===== src/rtl/bus_arbiter.sv =====
// bus_arbiter
//   Round-robin owner arbitration for the shared system bus. One master owns
//   the bus for exactly one transaction (begin .. end/error). After every
//   ownership period the grant is held at zero for one turnaround cycle.
//
//   Optional feature macro: BUS_ARBITER_WATCHDOG_EN
//     defined   - a grant that sees no begin_transactionIN within
//                 GRANT_TIMEOUT cycles is revoked and timeout_pulse fires.
//     undefined - no watchdog counter; timeout_pulse is tied low.
//
// Parameters:
//   NUM_MASTERS    number of requesters (2..16)
//   GRANT_TIMEOUT  watchdog limit in cycles (watchdog build only)
//
// Ports:
//   clock                rising-edge system clock
//   reset                asynchronous active-high reset
//   request              per-master level request
//   grant                one-hot or zero owner vector (registered)
//   grant_id             index of the current owner, valid while grant != 0
//   begin_transactionIN  begin pulse from the owner
//   end_transactionIN    end pulse from slave or owner
//   errorIN              bus error pulse (terminates like an end)
//   bus_idle             high while the arbiter is idle (registered)
//   timeout_pulse        one-cycle pulse when the watchdog revokes a grant
module bus_arbiter #(
  parameter int unsigned NUM_MASTERS   = 4,
  parameter int unsigned GRANT_TIMEOUT = 16
) (
  input  logic                   clock,
  input  logic                   reset,
  input  logic [NUM_MASTERS-1:0] request,
  output logic [NUM_MASTERS-1:0] grant,
  output logic [3:0]             grant_id,
  input  logic                   begin_transactionIN,
  input  logic                   end_transactionIN,
  input  logic                   errorIN,
  output logic                   bus_idle,
  output logic                   timeout_pulse
);

  if (NUM_MASTERS < 2 || NUM_MASTERS > 16 || GRANT_TIMEOUT < 1) begin : g_param_check
    $error("bus_arbiter: NUM_MASTERS must be 2..16 and GRANT_TIMEOUT at least 1");
  end

  typedef enum logic [1:0] {
    ST_IDLE,
    ST_GRANTED,
    ST_ACTIVE,
    ST_RELEASE
  } state_e;

  state_e                 state_q, state_d;
  logic [NUM_MASTERS-1:0] grant_q, grant_d;
  logic [3:0]             grant_id_q, grant_id_d;
  logic [3:0]             last_id_q, last_id_d;
  logic                   bus_idle_q, bus_idle_d;

`ifdef BUS_ARBITER_WATCHDOG_EN
  localparam int unsigned WD_W = ($clog2(GRANT_TIMEOUT + 1) > 5) ?
                                 $clog2(GRANT_TIMEOUT + 1) : 5;
  logic [WD_W-1:0] wd_cnt_q, wd_cnt_d;
  logic            timeout_q, timeout_d;
`endif

  // Round-robin search. Requests are zero-padded to 16 bits so any 4-bit
  // index is legal; padded (out-of-range) positions can never win.
  logic [15:0]            req_ext;
  logic                   rr_found;
  logic [3:0]             rr_idx;
  logic [4:0]             rr_sum;
  logic [NUM_MASTERS-1:0] rr_grant;

  always_comb begin : rr_search
    req_ext  = 16'(request);
    rr_found = 1'b0;
    rr_idx   = '0;
    rr_sum   = '0;
    // Candidates in priority order: last_id+1, last_id+2, ... wrapping mod N.
    for (int unsigned i = 0; i < NUM_MASTERS; i++) begin
      rr_sum = {1'b0, last_id_q} + 5'(i) + 5'd1;
      if (rr_sum >= 5'(NUM_MASTERS)) begin
        rr_sum = rr_sum - 5'(NUM_MASTERS);
      end
      if (!rr_found && req_ext[rr_sum[3:0]]) begin
        rr_found = 1'b1;
        rr_idx   = rr_sum[3:0];
      end
    end
    rr_grant = NUM_MASTERS'(1) << rr_idx;
  end

  always_comb begin : next_state
    state_d    = state_q;
    grant_d    = grant_q;
    grant_id_d = grant_id_q;
    last_id_d  = last_id_q;
`ifdef BUS_ARBITER_WATCHDOG_EN
    wd_cnt_d   = wd_cnt_q;
    timeout_d  = 1'b0;
`endif
    unique case (state_q)
      ST_IDLE: begin
        if (rr_found) begin
          state_d    = ST_GRANTED;
          grant_d    = rr_grant;
          grant_id_d = rr_idx;
          last_id_d  = rr_idx;
`ifdef BUS_ARBITER_WATCHDOG_EN
          wd_cnt_d   = '0;
`endif
        end
      end
      ST_GRANTED: begin
        // begin wins over a simultaneous end, withdrawal and timeout
        if (begin_transactionIN) begin
          state_d = ST_ACTIVE;
        end else if (!req_ext[grant_id_q]) begin
          state_d = ST_RELEASE;
          grant_d = '0;
        end
`ifdef BUS_ARBITER_WATCHDOG_EN
        else if (wd_cnt_q == WD_W'(GRANT_TIMEOUT - 1)) begin
          state_d   = ST_RELEASE;
          grant_d   = '0;
          timeout_d = 1'b1;
        end else begin
          wd_cnt_d = wd_cnt_q + 1'b1;
        end
`endif
      end
      ST_ACTIVE: begin
        if (end_transactionIN || errorIN) begin
          state_d = ST_RELEASE;
          grant_d = '0;
        end
      end
      ST_RELEASE: begin
        state_d = ST_IDLE;
      end
      default: begin
        state_d = ST_IDLE;
        grant_d = '0;
      end
    endcase
    bus_idle_d = (state_d == ST_IDLE);
  end

  always_ff @(posedge clock or posedge reset) begin
    if (reset) begin
      state_q    <= ST_IDLE;
      grant_q    <= '0;
      grant_id_q <= '0;
      last_id_q  <= 4'(NUM_MASTERS - 1);
      bus_idle_q <= 1'b1;
`ifdef BUS_ARBITER_WATCHDOG_EN
      wd_cnt_q   <= '0;
      timeout_q  <= 1'b0;
`endif
    end else begin
      state_q    <= state_d;
      grant_q    <= grant_d;
      grant_id_q <= grant_id_d;
      last_id_q  <= last_id_d;
      bus_idle_q <= bus_idle_d;
`ifdef BUS_ARBITER_WATCHDOG_EN
      wd_cnt_q   <= wd_cnt_d;
      timeout_q  <= timeout_d;
`endif
    end
  end

  assign grant    = grant_q;
  assign grant_id = grant_id_q;
  assign bus_idle = bus_idle_q;
`ifdef BUS_ARBITER_WATCHDOG_EN
  assign timeout_pulse = timeout_q;
`else
  assign timeout_pulse = 1'b0;
`endif

endmodule


===== config.mk =====
export PLATFORM = sky130hd
export DESIGN_NAME = bus_arbiter
export DESIGN_NICKNAME = d
export VERILOG_FILES = /design/src/rtl/bus_arbiter.sv
export SDC_FILE = /design/constraint.sdc
export NUM_CORES = 1
export LEC_CHECK = 0
export CELL_PAD_IN_SITES_DETAIL_PLACEMENT = 1
export CELL_PAD_IN_SITES_GLOBAL_PLACEMENT = 1
export CORE_UTILIZATION = 40
export DETAILED_ROUTE_END_ITERATION = 7
export GPL_ROUTABILITY_DRIVEN = 0
export PLACE_DENSITY = 0.73
export SLEW_MARGIN = 20
export SYNTH_ARGS = -nofsm -noshare
export SYNTH_HDL_FRONTEND = slang
export SYNTH_SLANG_ARGS = --single-unit
export TNS_END_PERCENT = 100

===== constraint.sdc =====
create_clock -name clock -period 7.43 [get_ports clock]
set_input_delay 1.8575 -clock clock [delete_from_list [all_inputs] [get_ports clock]]
set_output_delay 1.8575 -clock clock [all_outputs]
set_load 0.01 [all_outputs]

==> results of run 1 <==
## logic make-up (layout without fill, tap and decap cells)
kind of cell / count (synthesis) / count (layout)
fa+ha+maj: 18 / 18
mux: 12 / 12
simple gates: 44 / 44
flops: 13 / 13
buf+inv: 21 / 33
other cells: 1 / 1
xor+xnor: 8 / 8
compound gates: 42 / 42
## power groups by stage
stage / combinational [mW] / clock [mW] / sequential, mW
global placement: 0.584 / 0 / 0.146
CTS: 0.608 / 0.0636 / 0.147
finish: 0.604 / 0.0632 / 0.147
global route: 0.668 / 0.0667 / 0.152
floorplan: 0.478 / 0 / 0.135
detailed placement: 0.604 / 0 / 0.148
## worst paths after layout
path / start / end / slack (ps) / depth (start not counted)
min: grant[2] / grant[2] / 510 / 1
min reg2reg: grant[2] / grant[2] / 510 / 1
max: last_id_q[0] / grant[1] / 2970 / 13
max reg2reg: last_id_q[0] / grant[1] / 2970 / 13
max in group asynchronous: reset / last_id_q[0] / 5140 / 2
min in group asynchronous: reset / grant[3] / 1930 / 2
## registers in the layout, indices dropped and copies added, names as in the netlist
signal	cells
bus_idle	1
grant	4
grant_id	4
last_id_q	2
state_q	2
## layer usage
metal / GRT usage / vias to the layer above / share of wire
met3: 0.0182 / 2 / 0.020
met5: 0 / - / 0
li1: - / 605 / -
met2: 0.302 / 22 / 0.48
met4: 0.0349 / 0 / 0.0054
met1: 0.276 / 623 / 0.50
## layout make-up
cell class              instances  share of cell area
multi-input cells             125               0.620
flip-flops and latches         13               0.193
repair buffers                 17              0.0997
well taps                      46              0.0337
inverters                      12              0.0264
clock buffers                   3              0.0242
clock inverters                 1             0.00293
## layout by cell type (no fill, tap or decap), drive strengths merged, types with 2 or more instances in the layout
master	n
a21oi	5
a31oi	2
a32o	3
and2	3
clkbuf	3
clkdlybuf4s50	17
dfrtp	10
dfstp	3
ha	18
inv	12
mux2	6
mux2i	4
mux4	2
nand2	5
nand2b	5
nand3	3
nand3b	2
nand4b	2
nor2	11
nor2b	3
nor3	3
o211a	2
o211ai	3
o21ai	8
o31ai	4
o41ai	3
or2	2
or3	2
xnor2	5
xor2	3
==> results.yml, run 1 <==
job:
  drv_cap: 0
status:
  status: "complete, no violations"
detailed_routing:
  dr.first_iter.drc_count: 63
  via_per_inst: 5.77
  drt_pass1_iterations: 4
  ant_nets: 0
  drc: 0
  routedWlPerCell_um: 16.2
  drt-total-wl_mm: 3.51
  num_vias: 1252
global_route:
  overflow: 0
  grt_pass1_vias: 1239
  antenna_found_initial: 0
  grt_max_degree: 21
  grt_first_pass_wirelength_mm: 6.04
  grt_use_total: 0.190
logic_synthesis:
  syn_nets: 186
  syn_inst: 159
  synth_warnings: 0
  synth_compound_gate_area_share: 0.237
  synthXorXnorAreaFrac: 0.0471
  synthMuxAreaShare: 0.103
  avgSynthCellArea_um2: 9.35
  synth_area_leaders: "dfrtp_1 17%, ha_1 15%, dfstp_2 5.3%, mux2_2 4.5%, mux4_2 3.0%"
  async_flop_share: 1.00
  ys_types: 51
  synthTopCellsByCount: "18 x ha_1, 11 x inv_1, 11 x nor2_1, 10 x dfrtp_1, 8 x o21ai_0"
  ys_seq_area_frac: 0.221
  synth_simple_gate_area_frac: 0.172
  synth-edff-count: 0
  synth_largest_area_cell: "dfrtp_1"
  yosys_most_used_dff: "dfrtp_1"
  synth.top_cell.area_share: 0.168
  ys_ff_latch: 13
  synthAdderAreaFrac: 0.152
  netlist_area_um2: 1490
  synth_top_family_by_area: "compound AO/OA/AOI/OAI gates"
  yosysMostFrequentCell: "ha_1"
final_layout:
  multi_input_area_um2: 1060
  final_cell_count_no_fill: 217
  antenna_cells: 0
  stdcell_area_um2: 1710
  fillers: 398
  seq_area_um2: 329
  syn_to_final_growth_pct: 14.8
  final_nets: 199
  drive_gt1_frac: 0.140
  fin_util: 0.496
power:
  p_sw_mw: 0.397
  clkPwrFrac: 0.078
  seqPwrFrac: 0.180
  p_sw_frac: 0.487
  power_mw: 0.814
  power_density_nw_per_um2: 477
  comb_power_share: 0.742
  p_leak_nw: 0.722
  p_int_mw: 0.418
  ir_worst_vdd_mv: 0.190
timing:
  worst_hold_slack_ps: 506
  tightest_slew_ps: 879
  post-route-min-period_ps: 4460
  hold_violations: 0
  fin_crit_sh: 0.600
  skew_ps: 6.53
  rsz0062_at_grt: "false"
  max_freq_mhz: 224
  setup_viol: 0
  relSlewSlack: 0.409
  slew_viol_final: 0
  setup_slack_ps: 2970
  fin_setup_tns_ps: 0
setup_path:
  critPathKind: "reg -> reg"
  cp.arrival_ps: 4570
  cp_max_fo: 17
  path_common_cell: "ha_1"
  slowest_delay_ps: 740
  endpoint_kind: "flip-flop"
  crit_chain: "inv_1, ha_1, or3b_4, a21oi_1, nor2_1, xnor2_1, ha_1, a32o_1, a221o_1, o32ai_4, nor3b_2, o31ai_4, o41ai_1"
  crit_buf_inv: 1
  crit_family: "compound AO/OA/AOI/OAI gates"
  slowest_stage: "dfstp_2"
  startpoint_type: "flip-flop"
  worstPathRequired_ps: 7540
clock_tree:
  cts_setup_buffers: 0
  path_clk_slew_ps: 60
  ctsHtreeMaxLevel: 1
  insertion_delay_ps: 250
  cts_tree: "done"
  cts_inserted_buffers: 3
  cts_resized: 0
  cts_root_buffer: "clkbuf_8"
  cts.sinks: 13
  clockBufferDepth: 2
  hold_buffers: 0
floorplanning:
  io_pins: 19
  row_count: 21
  die_w_um: 63.0
  die_h_um: 63.0
  die_area_um2: 3960
  initial_core_util: 0.432
  core_area_um2: 3440
placed_design:
  place_ws_ps: 2850
  placed_cell_area_um2: 1660
  io_buffers: 17
  dp_hpwl_mm: 2.77
  dp.cells: 213
hold_path:
  min_path_type: "reg -> reg"
Power figures use the tool's default switching activity.
==> run 2: changes to the inputs <==
--- a/config.mk
+++ b/config.mk
@@ -7,10 +7,10 @@
 export LEC_CHECK = 0
 export CELL_PAD_IN_SITES_DETAIL_PLACEMENT = 1
 export CELL_PAD_IN_SITES_GLOBAL_PLACEMENT = 1
-export CORE_UTILIZATION = 40
+export CORE_UTILIZATION = 38
 export DETAILED_ROUTE_END_ITERATION = 7
 export GPL_ROUTABILITY_DRIVEN = 0
-export PLACE_DENSITY = 0.73
+export PLACE_DENSITY = 0.72
 export SLEW_MARGIN = 20
 export SYNTH_ARGS = -nofsm -noshare
 export SYNTH_HDL_FRONTEND = slang
==> constraint.sdc (replaced) <==
create_clock -name clock -period 4.1 [get_ports clock]
set_input_delay 1.025 -clock clock [delete_from_list [all_inputs] [get_ports clock]]
set_output_delay 1.025 -clock clock [all_outputs]
set_load 0.01 [all_outputs]
==> results.yml, run 2 (same netlist as run 1, synthesis figures left out) <==
final_layout:
  final_nets: 202
  antenna_cells: 0
  seq_area_um2: 333
  drive_gt1_frac: 0.149
  syn_to_final_growth_pct: 16.7
  multi_input_area_um2: 1060
  mostFrequentLayoutCells: "18 x ha_1, 17 x clkdlybuf4s50_1, 11 x inv_1, 11 x nor2_1, 10 x dfrtp_1"
  fillers: 435
  final_common_cell: "ha_1"
detailed_routing:
  drt_pass1_iterations: 4
  ant_nets: 0
  dr.first_iter.drc_count: 53
  num_vias: 1257
  routedWlPerCell_um: 16.2
  drc: 0
  drt-total-wl_mm: 3.59
  via_per_inst: 5.66
floorplanning:
  die_w_um: 64.5
  die_area_um2: 4170
  io_pins: 19
  row_count: 22
  core_area_um2: 3720
  initial_core_util: 0.400
  die_h_um: 64.5
job:
  drv_cap: 0
power:
  p_leak_nw: 0.734
  power_density_nw_per_um2: 874
  ir_worst_vdd_mv: 0.452
status:
  status: "complete, no violations"
hold_path:
  min_from: "grant[1]"
  min_to: "grant[1]"
  holdPathStages: 2
  min_path_type: "reg -> reg"
setup_path:
  crit_chain: "inv_1, ha_1, or3b_4, a21oi_1, nor2_1, xnor2_1, ha_1, a32o_1, a221o_1, o32ai_4, nor3_1, or3_4, mux2_2"
  slowest_delay_ps: 710
  endpoint_kind: "flip-flop"
  slowest_stage: "dfstp_4"
  crit_start: "last_id_q[0]"
  rr_worst_depth: 13
  path_common_cell: "ha_1"
  cp_max_fo: 17
  critPathKind: "reg -> reg"
  rr_endpoint: "grant_id[0]"
  reg2reg_slack_ps: 230
  worstPathRequired_ps: 4220
  rr_startpoint: "last_id_q[0]"
  startpoint_type: "flip-flop"
  cp.arrival_ps: 3990
timing:
  max_freq_mhz: 258
  setup_viol: 0
  fin_setup_tns_ps: 0
  hold_violations: 0
  post-route-min-period_ps: 3870
  rsz0062_at_grt: "false"
  fin_crit_sh: 0.944
  relSlewSlack: 0.620
  slew_viol_final: 0
  skew_ps: 6.19
  tightest_slew_ps: 569
  worst_hold_slack_ps: 493
clock_tree:
  cts_setup_buffers: 0
  cts_inserted_buffers: 3
  path_clk_slew_ps: 60
  cts.sinks: 13
  cts_tree: "done"
  cts_root_buffer: "clkbuf_8"
  ctsHtreeMaxLevel: 1
  clockBufferDepth: 2
  hold_buffers: 0
  cts_resized: 0
  insertion_delay_ps: 250
global_route:
  grt_first_pass_wirelength_mm: 6.12
  overflow: 0
  grt_use_total: 0.186
  antenna_found_initial: 0
  grt_pass1_vias: 1305
  grt_max_degree: 21
placed_design:
  io_buffers: 17
  dp_hpwl_mm: 2.93
==> run 2: changes by cell type in the layout (fill, tap and decap cells not counted) <==
cell,before,now
dfstp_2,3,2
dfstp_4,0,1
clkbuf_1,0,1
clkinv_2,1,0
buf_4,0,3
==> run 2: worst max-delay path: cells and delay by family, from the launching register on <==
family          cells  cell delay (ps)
mux                 1              280
compound gates      4             1000
buf+inv             1               90
xor+xnor            1              150
fa+ha+maj           2              510
simple gates        4             1020
flops               1              710
==> run 2: metrics by stage <==
stage | cell area, um2 | instances | utilization | setup slack, ps | power [mW]
6_report | 1730 | 222 | 0.467 | 230 | 1.52
3_5_place_dp | 1690 | 218 | 0.454 | 225 | 1.40
5_1_grt | 1730 | 222 | 0.467 | 29.5 | 1.65
2_1_floorplan | 1490 | 159 | - | 172 | 1.11
4_1_cts | 1730 | 222 | 0.466 | 184 | 1.53
3_3_place_gp | 1690 | 218 | 0.454 | 360 | 1.35
==> run 2: final cells by class <==
cell class                 instances  share of cell area
inverter                          12              0.0260
timing repair buffer              20               0.111
tap                               48              0.0346
sequential                        13               0.192
clock buffer                       4              0.0260
multi-input combinational        125               0.610
==> run 2: layer usage <==
metal | vias to the layer above | global-route usage | wire [um]
li1 | 618 | - | -
met1 | 619 | 0.227 | 1610
met2 | 14 | 0.342 | 1830
met3 | 6 | 0.0158 | 82
met4 | 0 | 0.0611 | 63
met5 | - | 0 | 0
==> run 2: worst max-delay path by stage <==
stage	end	slack, ps	cells past startpoint
CTS	grant_id[0]	180	13
detailed placement	grant_id[0]	220	13
floorplan	grant_id[0]	170	15
finish	grant_id[0]	230	13
global placement	grant_id[0]	360	13
global route	grant_id[0]	30	13
==> run 2: report_power, final <==
| part | total, mW | leakage (nW) | switching, mW | internal [mW] |
|---|---|---|---|---|
| combinational | 1.14 | 0.549 | 0.611 | 0.526 |
| clock | 0.115 | 0.0228 | 0.0461 | 0.0686 |
| sequential | 0.265 | 0.163 | 0.0700 | 0.195 |
| total | 1.52 | 0.734 | 0.727 | 0.789 |
==> run 3: changes to the inputs <==
--- a/config.mk
+++ b/config.mk
@@ -10,7 +10,7 @@
 export CORE_UTILIZATION = 38
 export DETAILED_ROUTE_END_ITERATION = 7
 export GPL_ROUTABILITY_DRIVEN = 0
-export PLACE_DENSITY = 0.72
+export PLACE_DENSITY_LB_ADDON = 0.1
 export SLEW_MARGIN = 20
 export SYNTH_ARGS = -nofsm -noshare
 export SYNTH_HDL_FRONTEND = slang
==> results.yml, run 3 (same netlist as run 1, synthesis figures left out) <==
setup_path:
  critPathKind: "reg -> reg"
  crit_start: "last_id_q[0]"
  cp.arrival_ps: 3920
  cp_max_fo: 8
  reg2reg_slack_ps: 310
  rr_endpoint: "grant_id[0]"
  startpoint_type: "flip-flop"
  rr_worst_depth: 13
  rr_startpoint: "last_id_q[0]"
  endpoint_kind: "flip-flop"
  worstPathRequired_ps: 4220
global_route:
  grt_first_pass_wirelength_mm: 6.24
  antenna_found_initial: 0
  grt_max_degree: 21
  grt_pass1_vias: 1290
  overflow: 0
  grt_use_total: 0.192
detailed_routing:
  routedWlPerCell_um: 17.0
  route.met3.wl_um: 51
  wl_met1_mm: 1.70
  wl_met2_mm: 2.01
  ant_nets: 0
  drt-total-wl_mm: 3.80
  drc: 0
  num_vias: 1257
  via_per_inst: 5.64
  highest_layer: "met4"
  dr.first_iter.drc_count: 45
  drt_pass1_iterations: 4
clock_tree:
  cts_setup_buffers: 0
  clockBufferDepth: 2
  cts_root_buffer: "clkbuf_8"
  path_clk_slew_ps: 50
  cts_resized: 0
  cts_tree: "done"
  cts.sinks: 13
  ctsHtreeMaxLevel: 1
  cts_inserted_buffers: 3
  hold_buffers: 0
  insertion_delay_ps: 240
power:
  ir_worst_vdd_mv: 0.509
  power_mw: 1.52
  power_density_nw_per_um2: 874
  p_leak_nw: 0.739
timing:
  setup_slack_ps: 307
  relSlewSlack: 0.389
  post-route-min-period_ps: 3790
  fin_setup_tns_ps: 0
  tightest_slew_ps: 908
  slew_viol_final: 0
  fin_crit_sh: 0.925
  hold_violations: 0
  setup_viol: 0
  rsz0062_at_grt: "false"
  skew_ps: 1.38
  max_freq_mhz: 264
final_layout:
  multi_input_area_um2: 1060
  syn_to_final_growth_pct: 16.9
  mostFrequentLayoutCells: "18 x ha_1, 17 x clkdlybuf4s50_1, 11 x inv_1, 11 x nor2_1, 10 x dfrtp_1"
  fillers: 449
  final_nets: 203
  final_common_cell: "ha_1"
  drive_gt1_frac: 0.154
  antenna_cells: 0
  seq_area_um2: 329
hold_path:
  min_path_type: "reg -> reg"
  min_to: "grant[1]"
  holdPathStages: 2
  min_from: "grant[1]"
job:
  drv_cap: 0
placed_design:
  dp_hpwl_mm: 3.03
  place_ws_ps: 300
  io_buffers: 17
floorplanning:
  initial_core_util: 0.400
  die_h_um: 64.5
  io_pins: 19
  die_area_um2: 4170
  core_area_um2: 3720
  die_w_um: 64.5
  row_count: 22
status:
  status: "complete, no violations"
## run 3: cell type report
cell class / count / share of cell area
Tap cell: 48 / 0.0346
Timing Repair Buffer: 21 / 0.115
Multi-Input combinational cell: 125 / 0.609
Clock buffer: 4 / 0.0259
Inverter: 12 / 0.0259
Sequential cell: 13 / 0.189
## run 3: how the worst max path moves through the flow
| stage | end | slack (ps) | cells after the start |
|---|---|---|---|
| 2_1_floorplan | grant_id[0] | 170 | 15 |
| 3_3_place_gp | grant_id[0] | 380 | 13 |
| 3_5_place_dp | grant[3] | 300 | 8 |
| 4_1_cts | grant_id[0] | 310 | 13 |
| 5_1_grt | grant[3] | 10 | 13 |
| 6_report | grant_id[0] | 310 | 13 |
## run 3: critical path, stage by stage (launching register included)
cell and delay (ps):
dfstp_2 620, inv_1 80, ha_1 330, or3b_4 400, a21oi_1 140, nor2_1 70
xnor2_1 150, ha_1 210, a32o_1 210, a221o_1 310, o32ai_4 340, nor3_1 120
or3_4 420, mux2_2 270
## run 3: report_power, final
group / internal, mW / total, mW / leakage, nW / switching (mW)
logic: 0.528 / 1.16 / 0.554 / 0.634
registers: 0.191 / 0.246 / 0.162 / 0.0548
clock network: 0.0685 / 0.111 / 0.0228 / 0.0427
total: 0.788 / 1.52 / 0.739 / 0.732
## run 3: layer usage
layer / vias up / track usage
met1: 623 / 0.230
met5: - / 0
li1: 615 / -
met3: 4 / 0.0211
met4: 0 / 0.0333
met2: 15 / 0.368
## run 3: through the flow
stage	area, um2	utilization	instances	hold WS, ps
2_1_floorplan	1490	-	159	511
3_3_place_gp	1690	0.456	219	470
3_5_place_dp	1690	0.456	219	481
4_1_cts	1740	0.468	223	493
5_1_grt	1740	0.468	223	505
6_report	1740	0.468	223	480
